==> src/rtl/hazard_forward_ctrl.sv <==
// hazard_forward_ctrl
// RAW hazard detection and forwarding control for a 5-stage in-order core.
// Tracks {valid, rd, writes-rf, is-load} for the instructions in EX, MEM and
// WB, and compares them against the decode-stage sources to produce the
// forwarding selects, the load-use stall and the EX bubble.
// Optional: define HAZ_PERF_CNT_EN to add saturating stall/forward counters.
module hazard_forward_ctrl #(
    parameter int unsigned REG_ADDR_W = 5,
    parameter int unsigned CNT_W      = 32
) (
    input  logic                  clk,
    input  logic                  rst,
    input  logic                  valid_dec,
    input  logic [REG_ADDR_W-1:0] rs1_dec,
    input  logic [REG_ADDR_W-1:0] rs2_dec,
    input  logic [REG_ADDR_W-1:0] rd_dec,
    input  logic                  rf_wb_dec,
    input  logic                  mem_load_dec,
    input  logic                  flush,
    output logic [3:0]            RAW_hazards,
    output logic [1:0]            RAW_mem_wb_hazards,
    output logic                  we_valid,
    output logic                  stall,
    output logic                  bubble_ex
`ifdef HAZ_PERF_CNT_EN
    ,
    output logic [CNT_W-1:0]      stall_cnt,
    output logic [CNT_W-1:0]      fwd_cnt
`endif
);

    typedef struct packed {
        logic                  v;
        logic [REG_ADDR_W-1:0] rd;
        logic                  wb;
        logic                  ld;
    } slot_t;

    typedef enum logic [1:0] {
        ST_RUN = 2'd0,
        ST_LU2 = 2'd1,
        ST_LU1 = 2'd2
    } state_t;

    slot_t  r_ex;
    slot_t  r_mem;
    slot_t  r_wb;
    slot_t  w_ex_nxt;

    state_t r_state;
    state_t w_state_nxt;

    logic   w_ex_rs1;
    logic   w_ex_rs2;
    logic   w_mem_rs1;
    logic   w_mem_rs2;
    logic   w_wb_rs1;
    logic   w_wb_rs2;

    logic   w_fwd_ex_rs1;
    logic   w_fwd_ex_rs2;
    logic   w_fwd_mem_rs1;
    logic   w_fwd_mem_rs2;
    logic   w_ld_wb_rs1;
    logic   w_ld_wb_rs2;

    logic   w_lu_ex;
    logic   w_lu_mem;
    logic   w_stall;

    // A slot supplies source x only if it is a live register-file writer;
    // x0 is hard-wired and is never a producer.
    function automatic logic f_match(input slot_t s, input logic [REG_ADDR_W-1:0] x);
        return s.v & s.wb & (s.rd != '0) & (s.rd == x);
    endfunction

    assign w_ex_rs1  = f_match(r_ex,  rs1_dec);
    assign w_ex_rs2  = f_match(r_ex,  rs2_dec);
    assign w_mem_rs1 = f_match(r_mem, rs1_dec);
    assign w_mem_rs2 = f_match(r_mem, rs2_dec);
    assign w_wb_rs1  = f_match(r_wb,  rs1_dec);
    assign w_wb_rs2  = f_match(r_wb,  rs2_dec);

    // Forwarding selects: the youngest matching producer wins; load results
    // are not available in EX/MEM and come through the WB bypass instead.
    always_comb begin
        w_fwd_ex_rs1  = valid_dec & w_ex_rs1 & ~r_ex.ld;
        w_fwd_ex_rs2  = valid_dec & w_ex_rs2 & ~r_ex.ld;
        w_fwd_mem_rs1 = valid_dec & w_mem_rs1 & ~r_mem.ld & ~w_ex_rs1;
        w_fwd_mem_rs2 = valid_dec & w_mem_rs2 & ~r_mem.ld & ~w_ex_rs2;
        w_ld_wb_rs1   = valid_dec & w_wb_rs1 & r_wb.ld & ~w_ex_rs1 & ~w_mem_rs1;
        w_ld_wb_rs2   = valid_dec & w_wb_rs2 & r_wb.ld & ~w_ex_rs2 & ~w_mem_rs2;
    end

    // Load-use detection: a load still in EX or MEM cannot be forwarded yet.
    always_comb begin
        w_lu_ex  = valid_dec & (w_ex_rs1  | w_ex_rs2)  & r_ex.ld;
        w_lu_mem = valid_dec & (w_mem_rs1 | w_mem_rs2) & r_mem.ld;
        w_stall  = ~flush & (w_lu_ex | w_lu_mem);
    end

    // Next EX slot: decode instruction, or a bubble when stalled or squashed.
    always_comb begin
        w_ex_nxt = '0;
        if (!w_stall && !flush) begin
            w_ex_nxt = {valid_dec, rd_dec, rf_wb_dec, mem_load_dec};
        end
    end

    // Three-slot tracking pipeline EX -> MEM -> WB.
    always_ff @(posedge clk) begin
        if (rst) begin
            r_ex  <= '0;
            r_mem <= '0;
            r_wb  <= '0;
        end else begin
            r_wb  <= r_mem;
            r_mem <= r_ex;
            r_ex  <= w_ex_nxt;
        end
    end

    // Stall FSM state register.
    always_ff @(posedge clk) begin
        if (rst) begin
            r_state <= ST_RUN;
        end else begin
            r_state <= w_state_nxt;
        end
    end

    // Stall FSM next state: LU2 means the load was in EX, so one more stall
    // cycle follows; LU1 is the release cycle after the last stall.
    always_comb begin
        w_state_nxt = ST_RUN;
        if (!flush) begin
            unique case (r_state)
                ST_RUN: begin
                    if (w_lu_ex) begin
                        w_state_nxt = ST_LU2;
                    end else if (w_lu_mem) begin
                        w_state_nxt = ST_LU1;
                    end
                end
                ST_LU2:  w_state_nxt = ST_LU1;
                ST_LU1:  w_state_nxt = ST_RUN;
                default: w_state_nxt = ST_RUN;
            endcase
        end
    end

    // The slot-derived stall and the FSM sequencing must always agree.
    a_stall_fsm : assert property (@(posedge clk) disable iff (rst)
        w_stall == (w_state_nxt != ST_RUN));

    assign RAW_hazards        = {w_fwd_ex_rs1, w_fwd_ex_rs2, w_fwd_mem_rs1, w_fwd_mem_rs2};
    assign RAW_mem_wb_hazards = {w_ld_wb_rs1, w_ld_wb_rs2};
    assign we_valid           = r_wb.v & r_wb.wb;
    assign stall              = w_stall;
    assign bubble_ex          = w_stall | flush;

`ifdef HAZ_PERF_CNT_EN
    logic [CNT_W-1:0] r_stall_cnt;
    logic [CNT_W-1:0] r_fwd_cnt;

    // Saturating performance counters: stall cycles and forwarded cycles.
    always_ff @(posedge clk) begin
        if (rst) begin
            r_stall_cnt <= '0;
            r_fwd_cnt   <= '0;
        end else begin
            if (w_stall && (r_stall_cnt != '1)) begin
                r_stall_cnt <= r_stall_cnt + CNT_W'(1);
            end
            if (!w_stall && (|RAW_hazards) && (r_fwd_cnt != '1)) begin
                r_fwd_cnt <= r_fwd_cnt + CNT_W'(1);
            end
        end
    end

    assign stall_cnt = r_stall_cnt;
    assign fwd_cnt   = r_fwd_cnt;
`else
    if (CNT_W == 0) begin : g_no_perf_cnt
    end
`endif

endmodule

==> config.mk <==
export PLATFORM = sky130hd
export DESIGN_NAME = hazard_forward_ctrl
export DESIGN_NICKNAME = d
export VERILOG_FILES = /design/src/rtl/hazard_forward_ctrl.sv
export SDC_FILE = /design/constraint.sdc
export NUM_CORES = 1
export LEC_CHECK = 0
export CAP_MARGIN = 20
export CORE_UTILIZATION = 48
export DETAILED_ROUTE_END_ITERATION = 8
export MAX_ROUTING_LAYER = met4
export PLACE_DENSITY = 0.85
export SLEW_MARGIN = 25
export SYNTH_ARGS = -nofsm -noshare
export SYNTH_HDL_FRONTEND = slang
export SYNTH_SLANG_ARGS = --single-unit
==> constraint.sdc <==
create_clock -name clk -period 2.21 [get_ports clk]
set_input_delay 0.442 -clock clk [delete_from_list [all_inputs] [get_ports clk]]
set_output_delay 0.442 -clock clk [all_outputs]
set_load 0.005 [all_outputs]
# After elaboration in Yosys (flattened, before gate mapping)
# Index checks and enable logic that the tools add are counted.
classes:
  n_eq_ne: 6
  bitwise: 47
  n_reduce_logical: 7
ops:
  columns: ["op", "n"]
  rows:
  - ["$and A1 B1 Y1", 35]
  - ["$eq A5 B5 Y1", 6]
  - ["$reduce_bool A5 Y1", 3]
  - ["$not A1 Y1", 8]
  - ["$or A1 B1 Y1", 4]
  - ["$logic_not A1 Y1", 2]
  - ["$reduce_or A2 Y1", 1]
  - ["$logic_and A1 B1 Y1", 1]
word_totals:
  ff_bits: 24
  inputBits: 21
  wordCells: 72

# Logic depth before layout (Yosys ltp)
depth:
  word_depth: 12
  mapped_depth: 6
  mapped_depth_nobuf: 5

# Least setup slack after synthesis
# Ideal clock, no wire load.
synth_path:
  path_kind: "register -> output"
  start: "register r_ex[2] (netlist name)"
  end: "output port bubble_ex"
  path_slack_ns: 0.183
  n_path_buf: 1
  arrival_time_ns: 1.585
  required_time_ns: 1.768
  path_stages_with_launch: 6
  cell_sequence: "dfxtp_1 -> or3_1 -> o311a_1 -> o2111a_1 -> buf_6 -> or3_1"
synth_between:
  elab_chain_cells: 9
  elab_cells_between_ends: 12
synth_rtl:
  columns: ["item", "line", "text"]
  rows:
  - ["from (decl)", "45", "slot_t r_ex;"]
  - ["from (signal assigned)", "119", "r_ex <= w_ex_nxt;"]
  - ["$reduce_bool A5 Y1", "74", "return s.v & s.wb & (s.rd != '0) & (s.rd == x);"]
  - ["$and A1 B1 Y1 (2 in series)", "74", null]
  - ["$or A1 B1 Y1 (*)", "97", "w_lu_ex = valid_dec & (w_ex_rs1 | w_ex_rs2) & r_ex.ld;"]
  - ["$and A1 B1 Y1 (*) (2 in series)", "97", null]
  - ["$or A1 B1 Y1 (*)", "99", "w_stall = ~flush & (w_lu_ex | w_lu_mem);"]
  - ["$and A1 B1 Y1 (*)", "99", null]
  - ["$or A1 B1 Y1 (*)", "160", "assign bubble_ex = w_stall | flush;"]
  - ["to (decl)", "24", "output logic bubble_ex"]
# Mark *: on every way between the ends. The rest lies on a longest branch, timed or not.

# Worst setup path after layout
# Same ends and word-level chain as after synthesis.

==> flow_metrics.tcl <==
set metrics [dict create \
    run_status "complete, but fails checks" \
    violations "negative setup slack" \
    dp.cells 202 \
    cts_tree "done" \
    async_flop_share_pct 0 \
    die_h_um 52.3 \
    clk_latency_ns 0.32 \
    cp-startpoint "r_ex[2]" \
    dp_hpwl_um 2230 \
    final_hold_viol_count 0 \
    grt_max_degree 17 \
    cp.arrival_ns 2.10 \
    cts-root-buf "clkbuf_4" \
    cp-start-kind "register" \
    vdd_drop_max_mv 0.451 \
    whs_endpoint "r_mem[1]" \
    ys_types 23 \
    io_pins 30 \
    path_class "reg2out" \
    rsz0062_at_grt "yes" \
    cts_buffers 3 \
    gp_congestion 0.955 \
    max_cap_viol_count 0 \
    initial_core_util_pct 52.8 \
    viasPerCell 5.21 \
    finalCritPeriodShare_pct 115 \
    drt_iter0_markers 13 \
    reg2reg_to "r_ex[4]" \
    maxSlewViolCount 0 \
    wl_um 3200 \
    tns_ns -1.64 \
    r2r_cells 6 \
    relSlewSlack_pct 69.0 \
    ys_seq_area_share_pct 39.6 \
    timing.rr.start "r_ex[2]" \
    grt_pass1_wl_um 4690 \
    final.fill_count 149 \
    wl_per_cell_um 14.9 \
    fin_crit_ns 2.54 \
    worstSetupEndpointType "primary output" \
    first_global_vias 1086 \
    layout.nets 209 \
    clock_sinks 24 \
    multiInputGateArea_um2 758 \
    synth_edf_count 0 \
    syn_area_um2 1210 \
    finClkSkew_ns 0.00317 \
    worstPathRequired_ns 1.77 \
    worst_slew_pin_slew_ns 0.463 \
    cp_max_fo 3 \
    fp.dieW_um 52.3 \
    p_per_area_nw_per_um2 463 \
    syn_area_per_cell_um2 9.26 \
    hp-start "r_ex[1]" \
    routed-via-count 1120 \
    drtPass1Iterations 4 \
    min_path_type "reg2reg" \
    grt_antenna_before_repair 0 \
    hold_buffers 0 \
    core-area_um2 2300 \
    worst_slack_ns -0.331 \
    fmax_ghz 0.394 \
    layout.area.seq_um2 485 \
    grt_usage_pct 24.7 \
    reg2reg_setup_slack_ns 0.46 \
    syn_nets 152 \
    setup_viol 8 \
    synth_top_flop_cell "dfxtp_1" \
    n_antenna_cell 0 \
    synth_seq_cells 24 \
    area_delta_synth_final_pct 48.7 \
    drive_gt1_share_pct 33.2 \
    met2_usage_pct 46.2 \
    grt_util_met3_pct 3.48 \
    yosys_warnings 0 \
    path_clk_slew_ns 0.13 \
    die-area_um2 2730 \
    hold_depth 1 \
    overflow 0 \
    clk_path_buf_depth 2 \
    drc 0 \
    power.leakage_uw 0.000823 \
    htreeDepth 1 \
    grt.met1_usage_pct 26.0 \
    postRouteAntennaNets 0 \
    syn_inst 131 \
    top_usage_layer "met2" \
    rows 17 \
    instances_no_fill 215 \
    portBuffers 29 \
]
[synthesized netlist by cell type (3+ instances only)]
cell type	n	area, um^2
dfxtp_1	24	480
nor3_1	18	90.1
nor2b_1	16	100
xor2_1	16	140
xnor2_1	14	123
nand2_1	8	30.0
buf_4	6	45.0
nand3_1	5	25.0
and2_1	3	18.8
nor2_1	3	11.3
[state kept, by name (all words and copies together) (netlist names)]
signal and count:
r_ex 8, r_mem 8, r_wb 8
[layout by cell type, fill, tap and decap left out, drive strengths merged]
| cell type | n |
|---|---|
| a21oi | 1 |
| and2 | 3 |
| and3b | 2 |
| buf | 36 |
| clkbuf | 6 |
| clkdlybuf4s15 | 1 |
| clkdlybuf4s50 | 12 |
| dfxtp | 24 |
| dlygate4sd2 | 8 |
| dlymetal6s2s | 1 |
| nand2 | 8 |
| nand3 | 5 |
| nand3b | 1 |
| nand4 | 2 |
| nor2 | 3 |
| nor2b | 16 |
| nor3 | 18 |
| o2111a | 2 |
| o211a | 1 |
| o211ai | 1 |
| o21ba | 1 |
| o311a | 1 |
| or3 | 2 |
| or4 | 2 |
| xnor2 | 14 |
| xor2 | 16 |
[final cells by class]
cell class,count,share of cell area (%)
flip-flops and latches,24,26.9
multi-input cells,99,42.1
clock buffers,4,2.01
repair buffers,60,27.1
well taps,28,1.94
[worst max-delay path: stages, from the launching register on]
cell and delay, ns:
dfxtp_2 0.34, or3_1 0.36, o311a_1 0.33, o2111a_1 0.15
buf_4 0.14, or3_1 0.33, buf_2 0.13
[metrics by stage]
stage / worst slack (ns) / total power, uW / utilization [%] / cell area [um^2] / hold WS (ns)
after floorplan: 0.183 / 517 / - / 1210 / 0.438
after global placement: -0.616 / 596 / 71.5 / 1640 / 0.459
after detailed placement: -0.655 / 600 / 71.5 / 1640 / 0.462
after CTS: -0.347 / 823 / 76.0 / 1750 / 0.480
after global routing: -0.398 / 870 / 78.5 / 1800 / 0.503
final: -0.331 / 836 / 78.5 / 1800 / 0.483
[power by group]
part	switching, uW	internal, uW	leakage (uW)
sequential	9.42	445	0.000197
clock	133	101	0.0000210
combinational	64.5	82.9	0.000605
total	207	629	0.000823
[timing repair]
item / CTS / global route
cloned: 0 / 0
buffers inserted: 6 / 4
gates resized for setup: 43 / 16
setup endpoints to repair: 8 / 8
pin swaps: 11 / 11
[worst max-delay path by stage]
| stage | endpoint | cells past startpoint |
|---|---|---|
| after floorplan | bubble_ex | 5 |
| after detailed placement | stall | 7 |
| after global placement | stall | 7 |
| final | bubble_ex | 6 |
| after global routing | bubble_ex | 6 |
| after CTS | bubble_ex | 6 |
[layer usage]
layer	vias to the layer above	wire length (um)
met5	-	0
met1	537	1310
met3	6	98
met4	0	51
met2	25	1740
li1	552	-
[cell families after synthesis]
family	synth area share, %
AO/OA/AOI/OAI	5.68
XOR/XNOR	21.7
buffers and inverters	4.95
flip-flops	39.6
AND/OR/NAND/NOR	28.1
Note: power is estimated with default switching activity, not from simulation.
